==> config.mk <==
export PLATFORM = sky130hd
export DESIGN_NAME = nand_status_reader
export DESIGN_NICKNAME = d
export VERILOG_FILES = /design/src/rtl/nand_status_reader_pkg.sv /design/src/rtl/nand_status_reader.sv
export SDC_FILE = /design/constraint.sdc
export NUM_CORES = 1
export LEC_CHECK = 0
export ABC_AREA = 1
export CORE_MARGIN = 4
export CORE_UTILIZATION = 35
export CTS_CLUSTER_DIAMETER = 80
export DETAILED_ROUTE_END_ITERATION = 16
export PLACE_DENSITY = 0.64
export REMOVE_ABC_BUFFERS = 1
export SYNTH_ARGS = -nofsm -noshare
export SYNTH_HDL_FRONTEND = slang
export SYNTH_SLANG_ARGS = --single-unit
==> constraint.sdc <==
create_clock -name clk -period 2.2 [get_ports clk]
set_clock_uncertainty 0.1 [all_clocks]
set_input_delay 0.44 -clock clk [delete_from_list [all_inputs] [get_ports clk]]
set_output_delay 0.44 -clock clk [all_outputs]
set_load 0.02 [all_outputs]
==> src/rtl/nand_status_reader_pkg.sv <==
// Shared NAND definitions: status-poll FSM encoding, status-register bit
// positions and the status command opcode.
package nand_status_reader_pkg;

    typedef enum logic [2:0] {
        StIdle,
        StWhr,
        StReLo,
        StReHi,
        StFin
    } state_e;

    // Bit positions within the NAND status register
    localparam int unsigned StatusFailBit = 0;
    localparam int unsigned StatusArdyBit = 5;
    localparam int unsigned StatusRdyBit  = 6;
    localparam int unsigned StatusWpNBit  = 7;

    // Read Status command opcode, issued by the command path before start
    localparam logic [7:0] CmdReadStatus = 8'h70;

endpackage

==> src/rtl/nand_status_reader.sv <==
// NAND status poller: after a 70h command, waits tWHR, then strobes RE_n
// repeatedly, sampling the status byte until RDY is set or the poll limit
// is reached. One down-counter times every phase.
module nand_status_reader
    import nand_status_reader_pkg::*;
#(
    parameter int unsigned TWHR_CYC    = 6,
    parameter int unsigned RE_LOW_CYC  = 3,
    parameter int unsigned RE_HIGH_CYC = 2,
    parameter int unsigned MAX_POLLS   = 1024
) (
    input  logic       clk,
    input  logic       rst_n,
    input  logic       start,
    input  logic [7:0] io_in,
    output logic       re_n,
    output logic       busy,
    output logic       done,
    output logic [7:0] status_byte,
    output logic       op_fail,
    output logic       timeout
);

    // Counter reload values: a phase of N cycles counts N-1 down to 0
    localparam logic [15:0] WhrLoad  = 16'(TWHR_CYC - 1);
    localparam logic [15:0] LoLoad   = 16'(RE_LOW_CYC - 1);
    localparam logic [15:0] HiLoad   = 16'(RE_HIGH_CYC - 1);
    localparam logic [15:0] MaxPolls = 16'(MAX_POLLS);

    state_e      state_q, state_d;
    logic [15:0] cnt_q, cnt_d;
    logic [15:0] poll_q, poll_d;
    logic        re_n_q, re_n_d;
    logic        busy_q, busy_d;
    logic        done_q, done_d;
    logic [7:0]  status_q, status_d;
    logic        op_fail_q, op_fail_d;
    logic        timeout_q, timeout_d;
    logic [15:0] poll_inc;

    assign poll_inc = poll_q + 16'd1;

    // Next-state logic; re_n_d is derived from the state being entered so the
    // registered strobe is low exactly while the FSM sits in StReLo.
    always_comb begin
        state_d   = state_q;
        cnt_d     = cnt_q;
        poll_d    = poll_q;
        re_n_d    = 1'b1;
        busy_d    = busy_q;
        done_d    = 1'b0;
        status_d  = status_q;
        op_fail_d = op_fail_q;
        timeout_d = timeout_q;

        unique case (state_q)
            StIdle: begin
                if (start) begin
                    state_d   = StWhr;
                    cnt_d     = WhrLoad;
                    poll_d    = '0;
                    busy_d    = 1'b1;
                    op_fail_d = 1'b0;
                    timeout_d = 1'b0;
                end
            end
            StWhr: begin
                if (cnt_q == '0) begin
                    state_d = StReLo;
                    cnt_d   = LoLoad;
                    re_n_d  = 1'b0;
                end else begin
                    cnt_d = cnt_q - 16'd1;
                end
            end
            StReLo: begin
                re_n_d = 1'b0;
                if (cnt_q == '0) begin
                    status_d = io_in;
                    poll_d   = poll_inc;
                    re_n_d   = 1'b1;
                    // Ready wins over the poll limit on the same sample
                    if (io_in[StatusRdyBit]) begin
                        state_d   = StFin;
                        done_d    = 1'b1;
                        op_fail_d = io_in[StatusFailBit];
                    end else if (poll_inc == MaxPolls) begin
                        state_d   = StFin;
                        done_d    = 1'b1;
                        op_fail_d = io_in[StatusFailBit];
                        timeout_d = 1'b1;
                    end else begin
                        state_d = StReHi;
                        cnt_d   = HiLoad;
                    end
                end else begin
                    cnt_d = cnt_q - 16'd1;
                end
            end
            StReHi: begin
                if (cnt_q == '0) begin
                    state_d = StReLo;
                    cnt_d   = LoLoad;
                    re_n_d  = 1'b0;
                end else begin
                    cnt_d = cnt_q - 16'd1;
                end
            end
            StFin: begin
                state_d = StIdle;
                busy_d  = 1'b0;
            end
            default: begin
                state_d = StIdle;
                busy_d  = 1'b0;
            end
        endcase
    end

    // State and output registers with synchronous active-low reset
    always_ff @(posedge clk) begin
        if (!rst_n) begin
            state_q   <= StIdle;
            cnt_q     <= '0;
            poll_q    <= '0;
            re_n_q    <= 1'b1;
            busy_q    <= 1'b0;
            done_q    <= 1'b0;
            status_q  <= 8'h00;
            op_fail_q <= 1'b0;
            timeout_q <= 1'b0;
        end else begin
            state_q   <= state_d;
            cnt_q     <= cnt_d;
            poll_q    <= poll_d;
            re_n_q    <= re_n_d;
            busy_q    <= busy_d;
            done_q    <= done_d;
            status_q  <= status_d;
            op_fail_q <= op_fail_d;
            timeout_q <= timeout_d;
        end
    end

    assign re_n        = re_n_q;
    assign busy        = busy_q;
    assign done        = done_q;
    assign status_byte = status_q;
    assign op_fail     = op_fail_q;
    assign timeout     = timeout_q;

endmodule

After elaboration in Yosys (flattened, before gate mapping) --
Index checks and enable logic that the tools add are counted.
Storage, ports and cells: bits of input ports 11, register bits 48, word-level logic and storage cells 69, output and inout bits 13
Operators by class: add/subtract/negate cells 2, reduce and logical (&&, ||, !) cells 14, equality and inequality tests 12, muxes and demuxes 31, bitwise operators 1
Operators with widths (number):
- two-way mux 16 bit | 7
- one-hot mux 16 bit (3 select lines) | 1
- one-hot mux 16 bit (2 select lines) | 1
- adder 16 x 1 -> 16 bit, second input constant | 1
- == test 16 x 11 -> 1 bit, second input constant | 1
- zero test 16 bit | 1
- subtractor 16 x 1 -> 16 bit, second input constant | 1
- two-way mux 3 bit | 5
- two-way mux 1 bit | 12
- inequality test 3 bit, second input constant | 3
- one-hot mux 3 bit (3 select lines) | 1
- AND reduction 3 bit | 3
- inequality test 2 bit, second input constant | 4
- one-hot mux 1 bit (2 select lines) | 4
- AND reduction 4 bit | 2
- == test 3 x 2 -> 1 bit, second input constant | 2
- AND reduction 5 bit | 1
- AND reduction 2 bit | 2
- == test 3 x 1 -> 1 bit, second input constant | 1
- zero test 3 bit | 1
- nonzero test 3 bit | 1
- OR reduction 3 bit | 1
- inequality test 2 x 1 -> 1 bit, second input constant | 1
- nonzero test 2 bit | 1
- 2 further kinds | 2

Longest topological paths before layout --
word-level depth 6, depth in mapped cells 17, mapped depth without buffers 17

Least setup slack after synthesis --
Ideal clock, no wire load.
path type reg2reg, start point reg poll_q[0], end point reg cnt_q[2], setup time 0.070 ns, buffers on the path 1, data arrival time 1.852 ns, required time 2.030 ns, clock period less this slack 2.021 ns, setup slack 0.179 ns, cell stages (with the launch flop) 15, cells stage by stage dfxtp_1 -> ha_1 -> nand2_1 -> nor2_2 -> nand3_1 -> xor2_1 -> nand2_1 -> nor2_1 -> nand2_2 -> nand2_2 -> nand2_4 -> nand2_4 -> buf_12 -> nand2_2 -> a21oi_2
Between the ends: longest elaborated chain between the ends 4
Ends and longest elaborated chain:
- start, declared | RTL line nand_status_reader.sv:32 | logic [15:0] poll_q, poll_d;
- start signal, assigned | RTL line nand_status_reader.sv:135 | poll_q <= poll_d;
- adder 16 x 1 -> 16 bit | RTL line nand_status_reader.sv:41 | assign poll_inc = poll_q + 16'd1;
- == test 16 x 11 -> 1 bit | RTL line nand_status_reader.sv:87 | end else if (poll_inc == MaxPolls) begin
- inequality test 3 bit (no line)
- AND reduction 4 bit (no line)
- end signal, assigned | RTL line nand_status_reader.sv:134 | cnt_q <= cnt_d;
- end, declared | RTL line nand_status_reader.sv:31 | logic [15:0] cnt_q, cnt_d;
No other way between the ends. A chain may end at the register's enable or synchronous reset.

Worst setup path after layout --
start point reg poll_q[1], end point reg cnt_q[10]
Same word-level chain as after synthesis.

==> impl_metrics.yaml <==
setup_path:
  arrival_ns: 2.18
  r2r-end: "cnt_q[10]"
  cp_common_cell: "nand2_1"
  reg2reg_depth: 15
  crit_type: "reg2reg"
  r2r_slack_ns: 0.15
  r2r_start: "poll_q[1]"
  cp_slowest_stage_delay_ns: 0.36
  crit_buf_inv: 1
  slowest_stage: "dfxtp_2"
  cp.required_ns: 2.34
  cp_top_family: "simple AND/OR/NAND/NOR gates"
  worstSetupEndpointType: "register"
  startpoint_type: "register"
  path_cells: "buf_4, nand2_2, nor2_4, nand3_2, nand2_1, nand2_1, nor2_1, nand2_1, nor2_2, nand2_2, nand2_4, nand2_8, nand2_8, nand2_1, a21oi_1"
  cp_max_fo: 8
layout:
  antenna_cells: 0
  drive_gt1_share_pct: 16.75
  area_delta_synth_final_pct: 23.28
  nNetsFinal: 431
  multiInputGateArea_sq_um: 1559
  nFillCells: 764
  register_area_sq_um: 965.9
status:
  status: "finished, final reports clean"
logic_synthesis:
  synth_cells: 383
  yosysMostFrequentCell: "nand2_1"
  synth_cell_types: 29
  yosys_warnings: 0
  synth-seq-area-share_pct: 37.01
  async_flop_share_pct: 0
  synth_edf_count: 0
  ys_seq_elements: 48
  synth_top_area_share_pct: 37.01
  synth.largest_area_cell: "dfxtp_1"
  synth_top_cells_by_count: "nand2_1 (85), nor2_1 (57), dfxtp_1 (48), inv_1 (38), o21ai_0 (31)"
  synth_top_flop_cell: "dfxtp_1"
  synth.avg_cell_area_sq_um: 6.779
  netlist_area_sq_um: 2596
  netlist_top_cells_area: "dfxtp_1 (37%), nand2_1 (12%), nor2_1 (8.2%), o21ai_0 (6.0%), a21oi_1 (5.8%)"
place:
  place_hpwl_um: 4435
  portBuffers: 23
  gp_congestion: 0.8448
sta:
  worstMarginPinSlew_ns: 0.8097
  finalCritPeriodShare_pct: 92.98
  setup_violations: 0
  relSlewSlack_pct: 45.82
  tns_ns: 0
  finalCriticalPeriod_ns: 2.046
  fmax_mhz: 488.9
  final_hold_viol_count: 0
  slew_viol_final: 0
job:
  max_cap_viol_count: 0
pwr:
  ir_drop_mv: 0.6057
  switching_share_pct: 46.96
  power.leakage_nw: 1.257
  p_total_mw: 4.165
  power_frac_clock_pct: 13.7
  switchingPower_mw: 1.956
  power_density_nw_per_um2: 1301
  internal_power_mw: 2.209
  seq_power_share_pct: 32.9
  pwr-share-comb_pct: 53.4
detailed_routing:
  detail_route.iter0.violations: 180
  ant_nets: 0
  avgViaCountPerCell: 4.824
  wl_per_cell_um: 11.93
  first_pass_iters: 4
  wl_met1_um: 3077
  wl_met3_um: 220
  met2WireLength_um: 2774
  drc: 0
  vias: 2494
  highest_layer: "met4"
  wl_um: 6168
die:
  std_cell_rows: 31
  core_sq_um: 7214
  die_w_um: 94.13
  initial_core_util_pct: 35.99
  dieArea_sq_um: 8860
  fp.dieH_um: 94.13
  pin_count: 24
global_route:
  grt_max_degree: 16
  grt_pass1_wl_um: 10080
  grt_pass1_vias: 2234
  antenna_found_initial: 0
  grt_usage_pct: 14.01
  grt-ovfl-total: 0
cts:
  clkTransAtPathRegs_ns: 0.09
  h-tree-depth: 2
  cts_tree: "yes"
  cts_buffer_depth: 2
  root_buffer: "clkbuf_8"
  cts.sinks: 48
  cts_setup_buffers: 0
  clk_latency_ns: 0.30
  cts_hold_buf: 0
  cts_buffers: 5
min_path:
  hold_class: "reg2reg"
  hold_start: "status_byte[0]"
  hold_depth: 2
  min_to: "status_byte[0]"
[layer usage]
| metal | vias to the layer above | global-route usage [%] |
|---|---|---|
| met5 | - | 0 |
| li1 | 1318 | - |
| met2 | 46 | 22.71 |
| met1 | 1122 | 18.37 |
| met4 | 0 | 4.332 |
| met3 | 8 | 3.285 |
[flip-flops by register name, indices dropped and copies added (netlist names)]
name and count:
poll_q 16, state_q 3, done 1, re_n 1
status_byte 8, op_fail 1, cnt_q 16, busy 1
timeout 1
[tightest hold or removal path, delay by kind of cell (launching register included)]
family / cells / cell delay (ns)
AO/OA/AOI/OAI: 1 / 0.05
buffers and inverters: 1 / 0.05
flip-flops: 1 / 0.32
[stage by stage]
| stage | worst slack [ns] | utilization (%) | instances | instance area (sq um) | hold slack (ns) |
|---|---|---|---|---|---|
| global placement | 0.08706 | 41.38 | 508 | 2985 | 0.3386 |
| CTS | 0.04553 | 42.84 | 516 | 3090 | 0.3593 |
| floorplan | 0.02713 | - | 375 | 2549 | 0.3584 |
| detailed placement | 0.02205 | 41.38 | 508 | 2985 | 0.3378 |
| global route | -0.008511 | 44.36 | 517 | 3201 | 0.3693 |
| finish | 0.1544 | 44.36 | 517 | 3201 | 0.3566 |
[repair_timing]
| action | CTS | global route |
|---|---|---|
| gates cloned | 0 | 1 |
| pin swaps | 0 | 6 |
| endpoints found under the setup margin | 8 | 21 |
| gates resized for setup | 1 | 23 |
[layout make-up]
| class | instances | share of cell area [%] |
|---|---|---|
| Clock buffer | 6 | 2.580 |
| Clock inverter | 2 | 0.4300 |
| Inverter | 38 | 4.457 |
| Multi-Input combinational cell | 290 | 48.71 |
| Sequential cell | 48 | 30.18 |
| Tap cell | 99 | 3.870 |
| Timing Repair Buffer | 34 | 9.773 |
[power groups by stage]
stage / clock [mW] / sequential, mW / combinational, mW
2_1_floorplan: 0 / 1.38 / 1.55
5_1_grt: 0.624 / 1.41 / 2.50
6_report: 0.572 / 1.37 / 2.22
3_3_place_gp: 0 / 1.37 / 2.12
4_1_cts: 0.592 / 1.36 / 2.16
3_5_place_dp: 0 / 1.38 / 2.14
[layout by cell type (no fill, tap or decap), types with 2 or more instances in the layout]
| cell type | count |
|---|---|
| nor3_1 | 6 |
| nand3b_1 | 2 |
| nand3_1 | 14 |
| xnor2_1 | 3 |
| ha_1 | 2 |
| inv_1 | 38 |
| nand3_2 | 4 |
| nand2_1 | 82 |
| nor2_4 | 5 |
| dfxtp_2 | 4 |
| nor2_1 | 55 |
| clkbuf_8 | 6 |
| nand4_1 | 7 |
| buf_4 | 11 |
| xor2_1 | 3 |
| a21oi_1 | 29 |
| nor4_1 | 2 |
| a211oi_1 | 3 |
| nor2_2 | 4 |
| nand2_2 | 15 |
| a21oi_2 | 11 |
| nand2_8 | 3 |
| o21ai_0 | 31 |
| clkdlybuf4s50_1 | 23 |
| dfxtp_1 | 44 |
[worst max path at each step]
stage / start / to / slack (ns) / depth (start not counted)
6_report: poll_q[1] / cnt_q[10] / 0.15 / 15
5_1_grt: poll_q[0] / cnt_q[8] / -0.009 / 13
4_1_cts: poll_q[0] / cnt_q[9] / 0.05 / 13
3_5_place_dp: poll_q[0] / cnt_q[9] / 0.02 / 13
3_3_place_gp: poll_q[0] / cnt_q[10] / 0.09 / 13
2_1_floorplan: cnt_q[0] / timeout / 0.03 / 9
[cells by family (layout without fill, tap and decap cells)]
| group | Yosys count | in the layout | share of synthesized area, % |
|---|---|---|---|
| compound gates | 79 | 79 | 17.49 |
| xor+xnor | 7 | 7 | 2.361 |
| fa+ha+maj | 3 | 3 | 1.446 |
| buf+inv | 46 | 80 | 7.325 |
| flops | 48 | 48 | 37.01 |
| simple gates | 200 | 201 | 34.36 |
Power figures use the tool's default switching activity.
